**config.mk**
```make
export PLATFORM = sky130hd
export DESIGN_NAME = mem_stage_ctrl
export DESIGN_NICKNAME = d
export VERILOG_FILES = /design/src/rtl/mem_stage_ctrl.sv
export SDC_FILE = /design/constraint.sdc
export NUM_CORES = 1
export LEC_CHECK = 0
export BUFFER_PORTS_ARGS = -buffer_cell sky130_fd_sc_hd__buf_4
export CORE_MARGIN = 4
export CORE_UTILIZATION = 44
export DETAILED_ROUTE_END_ITERATION = 12
export GPL_ROUTABILITY_DRIVEN = 0
export GPL_TIMING_DRIVEN = 0
export HOLD_SLACK_MARGIN = 0.12
export PLACE_DENSITY = 0.76
export SYNTH_ARGS = -nofsm -noshare
export SYNTH_HDL_FRONTEND = slang
export SYNTH_SLANG_ARGS = --single-unit
```
**constraint.sdc**
```tcl
create_clock -name clk_i -period 1.6 [get_ports clk_i]
set_input_delay 0.08 -clock clk_i [delete_from_list [all_inputs] [get_ports clk_i]]
set_output_delay 0.08 -clock clk_i [all_outputs]
set_load 0.02 [all_outputs]
```
**src/rtl/mem_stage_ctrl.sv**
```systemverilog
`default_nettype none
// ============================================================================
// Module      : mem_stage_ctrl
// Description : Memory-stage access controller. Issues loads and stores from
//               the EX/MEM pipeline register to a multi-cycle backing memory
//               over a req/ack handshake, formats store byte lanes, aligns and
//               extends load data, stalls the pipeline while the access is
//               outstanding, and flags misaligned accesses and bus timeouts.
// Revision    : 1.0 - initial release
// ============================================================================
module mem_stage_ctrl #(
  parameter int ADDRESS_WIDTH  = 32,
  parameter int DATA_WIDTH     = 32,
  parameter int TIMEOUT_CYCLES = 255
) (
  input  logic                     clk_i,
  input  logic                     rst_i,
  input  logic [ADDRESS_WIDTH-1:0] alu_resultM_i,
  input  logic [DATA_WIDTH-1:0]    write_dataM_i,
  input  logic                     mem_writeM_i,
  input  logic [1:0]               result_srcM_i,
  input  logic [2:0]               funct3M_i,
  output logic [DATA_WIDTH-1:0]    read_dataM_o,
  output logic                     stall_o,
  output logic                     misaligned_o,
  output logic                     bus_err_o,
  output logic                     mem_req_o,
  output logic                     mem_we_o,
  output logic [ADDRESS_WIDTH-1:0] mem_addr_o,
  output logic [DATA_WIDTH-1:0]    mem_wdata_o,
  output logic [3:0]               mem_wstrb_o,
  input  logic                     mem_ack_i,
  input  logic [DATA_WIDTH-1:0]    mem_rdata_i
);

  // Counter only needs to reach TIMEOUT_CYCLES-1.
  localparam int CNT_WIDTH = (TIMEOUT_CYCLES > 2) ? $clog2(TIMEOUT_CYCLES) : 1;
  localparam logic [CNT_WIDTH-1:0] CNT_LAST = CNT_WIDTH'(TIMEOUT_CYCLES - 1);

  typedef enum logic [1:0] {
    IDLE = 2'd0,
    BUSY = 2'd1,
    DONE = 2'd2
  } state_t;

  state_t               state;
  logic [CNT_WIDTH-1:0] busy_cnt;

  // Load formatting context captured when the access is accepted.
  logic [1:0] lane_off;
  logic       ld_byte;
  logic       ld_half;
  logic       ld_signed;

  // Decoded view of the current M-stage instruction.
  logic                  access;
  logic                  is_store;
  logic                  size_byte;
  logic                  size_half;
  logic                  size_word;
  logic [1:0]            offset;
  logic                  misaligned;
  logic [DATA_WIDTH-1:0] fmt_wdata;
  logic [3:0]            fmt_wstrb;

  // Load data path out of the memory word.
  logic [DATA_WIDTH-1:0] lane_data;
  logic [DATA_WIDTH-1:0] fmt_rdata;

  // Decode the M-stage control into size, alignment and store lane formatting.
  always_comb begin
    access     = mem_writeM_i | (result_srcM_i == 2'b01);
    is_store   = mem_writeM_i;
    size_byte  = (funct3M_i[1:0] == 2'b00);
    size_half  = (funct3M_i[1:0] == 2'b01);
    // 010 and the unsupported 011/110/111 encodings all behave as words.
    size_word  = ~size_byte & ~size_half;
    offset     = alu_resultM_i[1:0];
    misaligned = (size_half & offset[0]) | (size_word & (offset != 2'b00));
    fmt_wdata  = write_dataM_i;
    fmt_wstrb  = 4'b1111;
    if (size_byte) begin
      fmt_wdata = {4{write_dataM_i[7:0]}};
      fmt_wstrb = 4'b0001 << offset;
    end else if (size_half) begin
      fmt_wdata = {2{write_dataM_i[15:0]}};
      fmt_wstrb = offset[1] ? 4'b1100 : 4'b0011;
    end
  end

  // Pick the addressed lane of the returned word and extend it to full width.
  always_comb begin
    lane_data = mem_rdata_i >> {lane_off, 3'b000};
    fmt_rdata = mem_rdata_i;
    if (ld_byte) begin
      fmt_rdata = {{24{ld_signed & lane_data[7]}}, lane_data[7:0]};
    end else if (ld_half) begin
      fmt_rdata = {{16{ld_signed & lane_data[15]}}, lane_data[15:0]};
    end
  end

  // The pipeline is held while an aligned access is being launched or is in flight.
  always_comb begin
    stall_o = 1'b0;
    case (state)
      IDLE:    stall_o = access & ~misaligned;
      BUSY:    stall_o = 1'b1;
      default: stall_o = 1'b0;
    endcase
  end

  // Access sequencer: launch, wait for ack or timeout, then release the pipeline.
  always_ff @(posedge clk_i) begin
    if (rst_i) begin
      state        <= IDLE;
      busy_cnt     <= '0;
      mem_req_o    <= 1'b0;
      mem_we_o     <= 1'b0;
      mem_addr_o   <= '0;
      mem_wdata_o  <= '0;
      mem_wstrb_o  <= 4'b0000;
      read_dataM_o <= '0;
      misaligned_o <= 1'b0;
      bus_err_o    <= 1'b0;
      lane_off     <= 2'b00;
      ld_byte      <= 1'b0;
      ld_half      <= 1'b0;
      ld_signed    <= 1'b0;
    end else begin
      misaligned_o <= 1'b0;
      bus_err_o    <= 1'b0;
      case (state)
        IDLE: begin
          if (access) begin
            if (misaligned) begin
              // Dropped without touching memory; the pipeline is not held.
              misaligned_o <= 1'b1;
              read_dataM_o <= '0;
            end else begin
              mem_req_o   <= 1'b1;
              mem_we_o    <= is_store;
              mem_addr_o  <= {alu_resultM_i[ADDRESS_WIDTH-1:2], 2'b00};
              mem_wdata_o <= fmt_wdata;
              mem_wstrb_o <= fmt_wstrb;
              lane_off    <= offset;
              ld_byte     <= size_byte;
              ld_half     <= size_half;
              ld_signed   <= ~funct3M_i[2];
              busy_cnt    <= '0;
              state       <= BUSY;
            end
          end
        end
        BUSY: begin
          if (mem_ack_i) begin
            // Ack takes priority over a coincident timeout.
            mem_req_o    <= 1'b0;
            read_dataM_o <= mem_we_o ? '0 : fmt_rdata;
            state        <= DONE;
          end else if (busy_cnt == CNT_LAST) begin
            mem_req_o    <= 1'b0;
            read_dataM_o <= '0;
            bus_err_o    <= 1'b1;
            state        <= DONE;
          end else begin
            busy_cnt <= busy_cnt + 1'b1;
          end
        end
        DONE: begin
          // The access still visible here is the one just completed.
          state <= IDLE;
        end
        default: begin
          state     <= IDLE;
          mem_req_o <= 1'b0;
        end
      endcase
    end
  end

endmodule
`default_nettype wire

```
======== Word level (Yosys, flattened, before mapping) ========
Cells that the tools add are included.
storage, ports and cells
  register bits after elaboration ......... 117
  input bits .............................. 105
  output and inout bits ................... 105
  logic and storage cells ................. 86
cells by class
  add/subtract/negate cells ............... 1
  eq/ne operators ......................... 11
  shifts and indexed selects .............. 2
  muxes and demuxes ....................... 31
  bitwise logic cells ..................... 16
  reduce and logical (&&, ||, !) cells .... 11
operators by type and width
  operator                                              number
  2-to-1 mux 32 bit                                     9
  case mux 32 bit (2 select lines)                      1
  2-to-1 mux 8 bit                                      4
  >> shifter 32 x 5 -> 16 bit                           1
  case mux 8 bit (2 select lines)                       1
  2-to-1 mux 4 bit                                      3
  != test 2 bit (second input constant)                 5
  adder 8 x 1 -> 8 bit (second input constant)          1
  equality test 8 bit (second input constant)           1
  2-to-1 mux 2 bit                                      4
  NOT 1 bit                                             8
  AND reduction 4 bit                                   2
  bitwise AND 1 bit                                     6
  equality test 2 x 1 -> 1 bit (second input constant)  3
  2-to-1 mux 1 bit                                      6
  AND reduction 3 bit                                   2
  OR reduction 3 bit                                    2
  AND reduction 5 bit                                   1
  logical NOT 2 bit                                     2
  case mux 2 bit (2 select lines)                       1
  nonzero test 2 bit                                    2
  left shift 1 x 2 -> 4 bit (first input constant)      1
  != test 3 bit (second input constant)                 1
  case mux 1 bit (3 select lines)                       1
  3 further kinds                                       4

======== Logic depth before layout (Yosys ltp) ========
  depth in word-level cells ............... 8
  mapped depth ............................ 8
  gate-level depth less buffers ........... 6

======== Least setup slack after synthesis ========
Ideal clock, no wire load.
  path type ............................... register -> register
  start ................................... register busy_cnt[0]
  end ..................................... register busy_cnt[3]
  arrival time ............................ 1.542 ns
  data required time ...................... 1.526 ns
  path slack .............................. -0.016 ns
  cell stages (with the launch flop) ...... 8
  path buffers ............................ 1
  path through ............................ dfxtp_1 inv_1 ha_1 nand3_1 o21ai_2 buf_6 or4_1 a21oi_1
on the way
  word-level cells in the longest chain between the ends .. 4
  elaborated cells on any way between the ends .. 7
ends and longest elaborated chain
  what                             line  source
  start, declared                  47    logic [CNT_WIDTH-1:0] busy_cnt;
  start signal, assigned           166   busy_cnt <= busy_cnt + 1'b1;
  adder 8 x 1 -> 8 bit             166
  2-to-1 mux 8 bit                 160   end else if (busy_cnt == CNT_LAST) begin
  2-to-1 mux 8 bit                 155   if (mem_ack_i) begin
  case mux 8 bit (2 select lines)  132   case (state)
Several ways; a longest one is shown, not always the timed one. The select of a mux whose other input is x is not followed.
A chain may end at the register's enable or synchronous reset.

======== Worst setup path in the final report ========
  start ................................... input port funct3M_i[1]
  end ..................................... output port stall_o
on the way
  word-level cells in the longest chain between the ends .. 8
  elaborated cells on any way between the ends .. 11
ends and longest elaborated chain
  what                                                               line    source
  start, declared                                                    22      input logic [2:0] funct3M_i,
  equality test 2 x 1 -> 1 bit or logical NOT 2 bit (tied branches)  75, 74
  NOT 1 bit                                                          77      size_word = ~size_byte & ~size_half;
  bitwise AND 1 bit                                                  77
  bitwise AND 1 bit                                                  79      misaligned = (size_half & offset[0]) | (size_word & (offset != 2'b00));
  OR 1 bit *                                                         79
  NOT 1 bit (no source line) *                                       -
  bitwise AND 1 bit *                                                106     IDLE: stall_o = access & ~misaligned;
  case mux 1 bit (2 select lines) *                                  105     case (state)
  end, declared                                                      24      output logic stall_o,
Mark *: on every way between the ends. The rest lies on a longest branch, timed or not.

==> flow_metrics.py <==
metrics = {
    "worst_setup_path": {
        "critPathLaunch": "funct3M_i[1]",
        "critPathKind": "primary input to primary output",
        "path_cells": "buf_4, o21ai_0, a21boi_1, buf_2, nand2_2, o21ai_2, buf_6",
        "slowest_stage": "o21ai_0",
        "crit_required_ns": 1.52,
        "startpoint_type": "primary input",
        "max_stage_delay_ns": 0.44,
        "end_kind": "primary output",
        "arrival_ns": 1.63,
        "cp_num_buf_inv": 3,
        "crit_fanout": 10,
        "cp_top_family": "compound AO/OA/AOI/OAI gates",
        "r2r_start": "lane_off[0]$_SDFFE_PP0P_",
    },
    "timing": {
        "setup_viol": 2,
        "clock.fmax_mhz": 584,
        "rsz0062_at_grt": "yes",
        "min_period_ns": 1.71,
        "fin_worst_skew_ns": 0.00751,
        "whs_ns": -0.0218,
        "final_max_slew_viol_count": 0,
        "slew_headroom": 0.420,
        "tightest_slew_ns": 0.865,
        "finalSetupTns_ns": -0.120,
        "finalCritPeriodShare": 1.07,
        "worst_slack_ns": -0.112,
        "hold_viol": 1,
    },
    "cts": {
        "insertion_delay_ns": 0.42,
        "cts.sinks": 117,
        "clkTransAtPathRegs_ns": 0.05,
        "htreeDepth": 4,
        "cts_max_path_buffers": 2,
        "clockRootBuffer": "clkbuf_16",
        "cts_made_buffers": 17,
        "cts_tree": "built",
        "postCtsHoldBufs": 106,
    },
    "grt": {
        "grt_overflow_total": 0,
        "grt_pass1_wl_microns": 35400,
        "grt_antenna_before_repair": 0,
        "grt_pass1_vias": 6856,
        "grt_max_degree": 17,
        "grt_use_total": 0.313,
    },
    "cells_and_area": {
        "utilization": 0.758,
        "layout-drive-gt1-share": 0.338,
        "fin_nets": 1068,
        "multi_input_area_sq_um": 2870,
        "fillers": 778,
        "final-instance-count-excl-fill": 1121,
        "diodes": 0,
        "regArea_sq_um": 2360,
        "syn_to_final_growth_pct": 69.2,
    },
    "placed_design": {
        "dp_hpwl_microns": 14400,
        "port_buffers": 206,
        "dp.cells": 975,
    },
    "yosys": {
        "synth.area.top_cells": "dfxtp_1 (44%), a21oi_1 (9.0%), o21ai_0 (6.0%), mux2i_1 (4.8%), nand3_1 (4.2%)",
        "synth_cell_type_count": 51,
        "synth_top_family_by_area": "compound AO/OA/AOI/OAI gates",
        "yosys.area.top_type": "dfxtp_1",
        "synth_fa_ha_area_frac": 0.00465,
        "synth-xor-area-share": 0.00488,
        "syn_inst": 621,
        "yosys.area_share.simple": 0.129,
        "synth.avg_cell_area_sq_um": 8.67,
        "seq_area_frac_synth": 0.435,
        "synthMuxAreaShare": 0.0525,
        "async_flop_share": 0,
        "synth.cell_area_sq_um": 5380,
        "synth-edff-count": 0,
        "synth_compound_area_frac": 0.314,
        "synthFlopType": "dfxtp_1",
        "ys_warn_count": 0,
        "synth_top_area_share": 0.435,
        "ys_seq_elements": 117,
    },
    "run": {
        "drv_cap": 0,
    },
    "routing": {
        "vias": 6767,
        "drt_first_iter_violations": 814,
        "wire_per_inst_microns": 20.6,
        "drc": 0,
        "routed_wl_microns": 23100,
        "dr.pass1.iters": 8,
        "vias_per_cell": 6.04,
        "ant_nets": 0,
    },
    "status": {
        "status": "finished with violations",
        "failed_checks": "negative hold slack, negative setup slack",
    },
    "power_and_ir_drop": {
        "p_leak_nw": 3.84,
        "irDropWorstVdd_v": 0.000706,
        "power_density_nw_per_um2": 989,
        "total_power_mw": 9.01,
    },
    "die": {
        "die_width_microns": 119,
        "initial_core_util": 0.448,
        "coreArea_sq_um": 12000,
        "rows": 40,
        "die_area_sq_um": 14100,
        "dieHeight_microns": 119,
        "io_pins": 210,
    },
    "min_path": {
        "hold_class": "primary input to flip-flop",
        "hp-start": "mem_writeM_i",
    },
}
[flip-flops by register name, indices dropped and copies added (netlist names), 2 cells and up]
name / flops
state: 2
mem_wdata_o: 32
mem_wstrb_o: 4
mem_addr_o: 30
read_dataM_o: 32
lane_off: 2
busy_cnt: 8
[synthesized netlist by cell type (all sizes together) (2+ instances only)]
| cell type | count |
|---|---|
| a21oi | 97 |
| a21o | 8 |
| a22o | 7 |
| ha | 2 |
| nor3b | 9 |
| nor2b | 2 |
| xor2 | 2 |
| a221oi | 8 |
| clkbuf | 35 |
| mux2i | 26 |
| o2111ai | 9 |
| or4 | 3 |
| o21ai | 69 |
| nand2 | 25 |
| o2bb2ai | 25 |
| nand2b | 2 |
| nand4 | 3 |
| nor3 | 2 |
| o31ai | 4 |
| a211oi | 17 |
| inv | 8 |
| o21a | 2 |
| nand3 | 45 |
| buf | 29 |
| dfxtp | 117 |
| and2 | 3 |
| a311oi | 12 |
| nand3b | 4 |
| o21bai | 7 |
| nor2 | 25 |
[final cells by class]
| type | instances | share of cell area |
|---|---|---|
| sequential | 117 | 0.259 |
| clock inverter | 9 | 0.0109 |
| buffer | 58 | 0.0356 |
| inverter | 8 | 0.00330 |
| multi-input combinational | 433 | 0.315 |
| tap | 147 | 0.0202 |
| timing repair buffer | 326 | 0.301 |
| clock buffer | 23 | 0.0547 |
[routing by layer]
metal	vias to the layer above	GRT usage	routed length [microns]
met4	0	0.148	1180
met1	3167	0.356	8460
met5	-	0	0
met3	114	0.0967	2150
met2	474	0.534	11300
li1	3012	-	-
[placed cells by master (no fill, tap or decap), types with 7 or more instances in the layout]
master,count
buf_4,224
nor2_1,22
o2bb2ai_1,24
a211oi_1,15
a22o_1,7
a21oi_1,91
buf_2,14
o21bai_1,7
nand2_1,24
nor3b_1,7
a311oi_1,12
dlygate4sd3_1,106
buf_6,7
inv_1,7
mux2i_1,25
a221oi_1,7
dfxtp_1,109
o21ai_0,63
clkbuf_16,17
o2111ai_1,9
a21o_1,7
clkbuf_1,21
nand3_1,44
clkbuf_2,8
[path summary, 6_finish.rpt]
check | end | slack, ns | depth (start not counted)
min reg2reg | read_dataM_o[17]$_SDFFE_PP0P_ | 0.46 | 1
max reg2reg | read_dataM_o[29]$_SDFFE_PP0P_ | -0.01 | 5
max | stall_o | -0.11 | 7
min | mem_we_o$_SDFFE_PP0P_ | -0.02 | 3
[power breakdown]
part / leakage, nW / switching [mW] / total [mW] / internal, mW
clock network: 0.302 / 1.36 / 3.84 / 2.48
logic: 2.58 / 1.06 / 1.97 / 0.903
registers: 0.958 / 0.120 / 3.20 / 3.08
total: 3.84 / 2.55 / 9.01 / 6.47
[per-stage QoR]
step,area [sq um],setup slack (ns),hold WS [ns]
2_1_floorplan,5390,0.0263,0.177
3_3_place_gp,7120,-0.195,0.272
3_5_place_dp,7120,-0.250,0.279
4_1_cts,8910,-0.0481,-0.0573
5_1_grt,9110,-0.0852,-0.0169
6_report,9110,-0.112,-0.0218
[tightest hold or removal path: cells and delay by family]
family	cells	cell delay [ns]
compound gates	1	0.06
simple gates	1	0.07
buf+inv	1	0.13
[kinds of logic (layout without fill, tap and decap cells)]
logic type | count (synthesis) | count (layout)
AO/OA/AOI/OAI | 269 | 269
XOR/XNOR | 3 | 3
adder cells (fa/ha/maj) | 2 | 2
buffers and inverters | 72 | 424
flip-flops | 117 | 117
multiplexers | 27 | 27
other | 1 | 2
AND/OR/NAND/NOR | 130 | 130
[what timing repair did]
| item | in CTS | in global routing |
|---|---|---|
| pin swaps | 2 | 1 |
| resized for setup | 35 | 57 |
| setup buffers | 5 | 9 |
| hold endpoints to repair | 105 | 1 |
| setup endpoints to repair | 114 | 90 |
(Power assumes the default switching activity.)
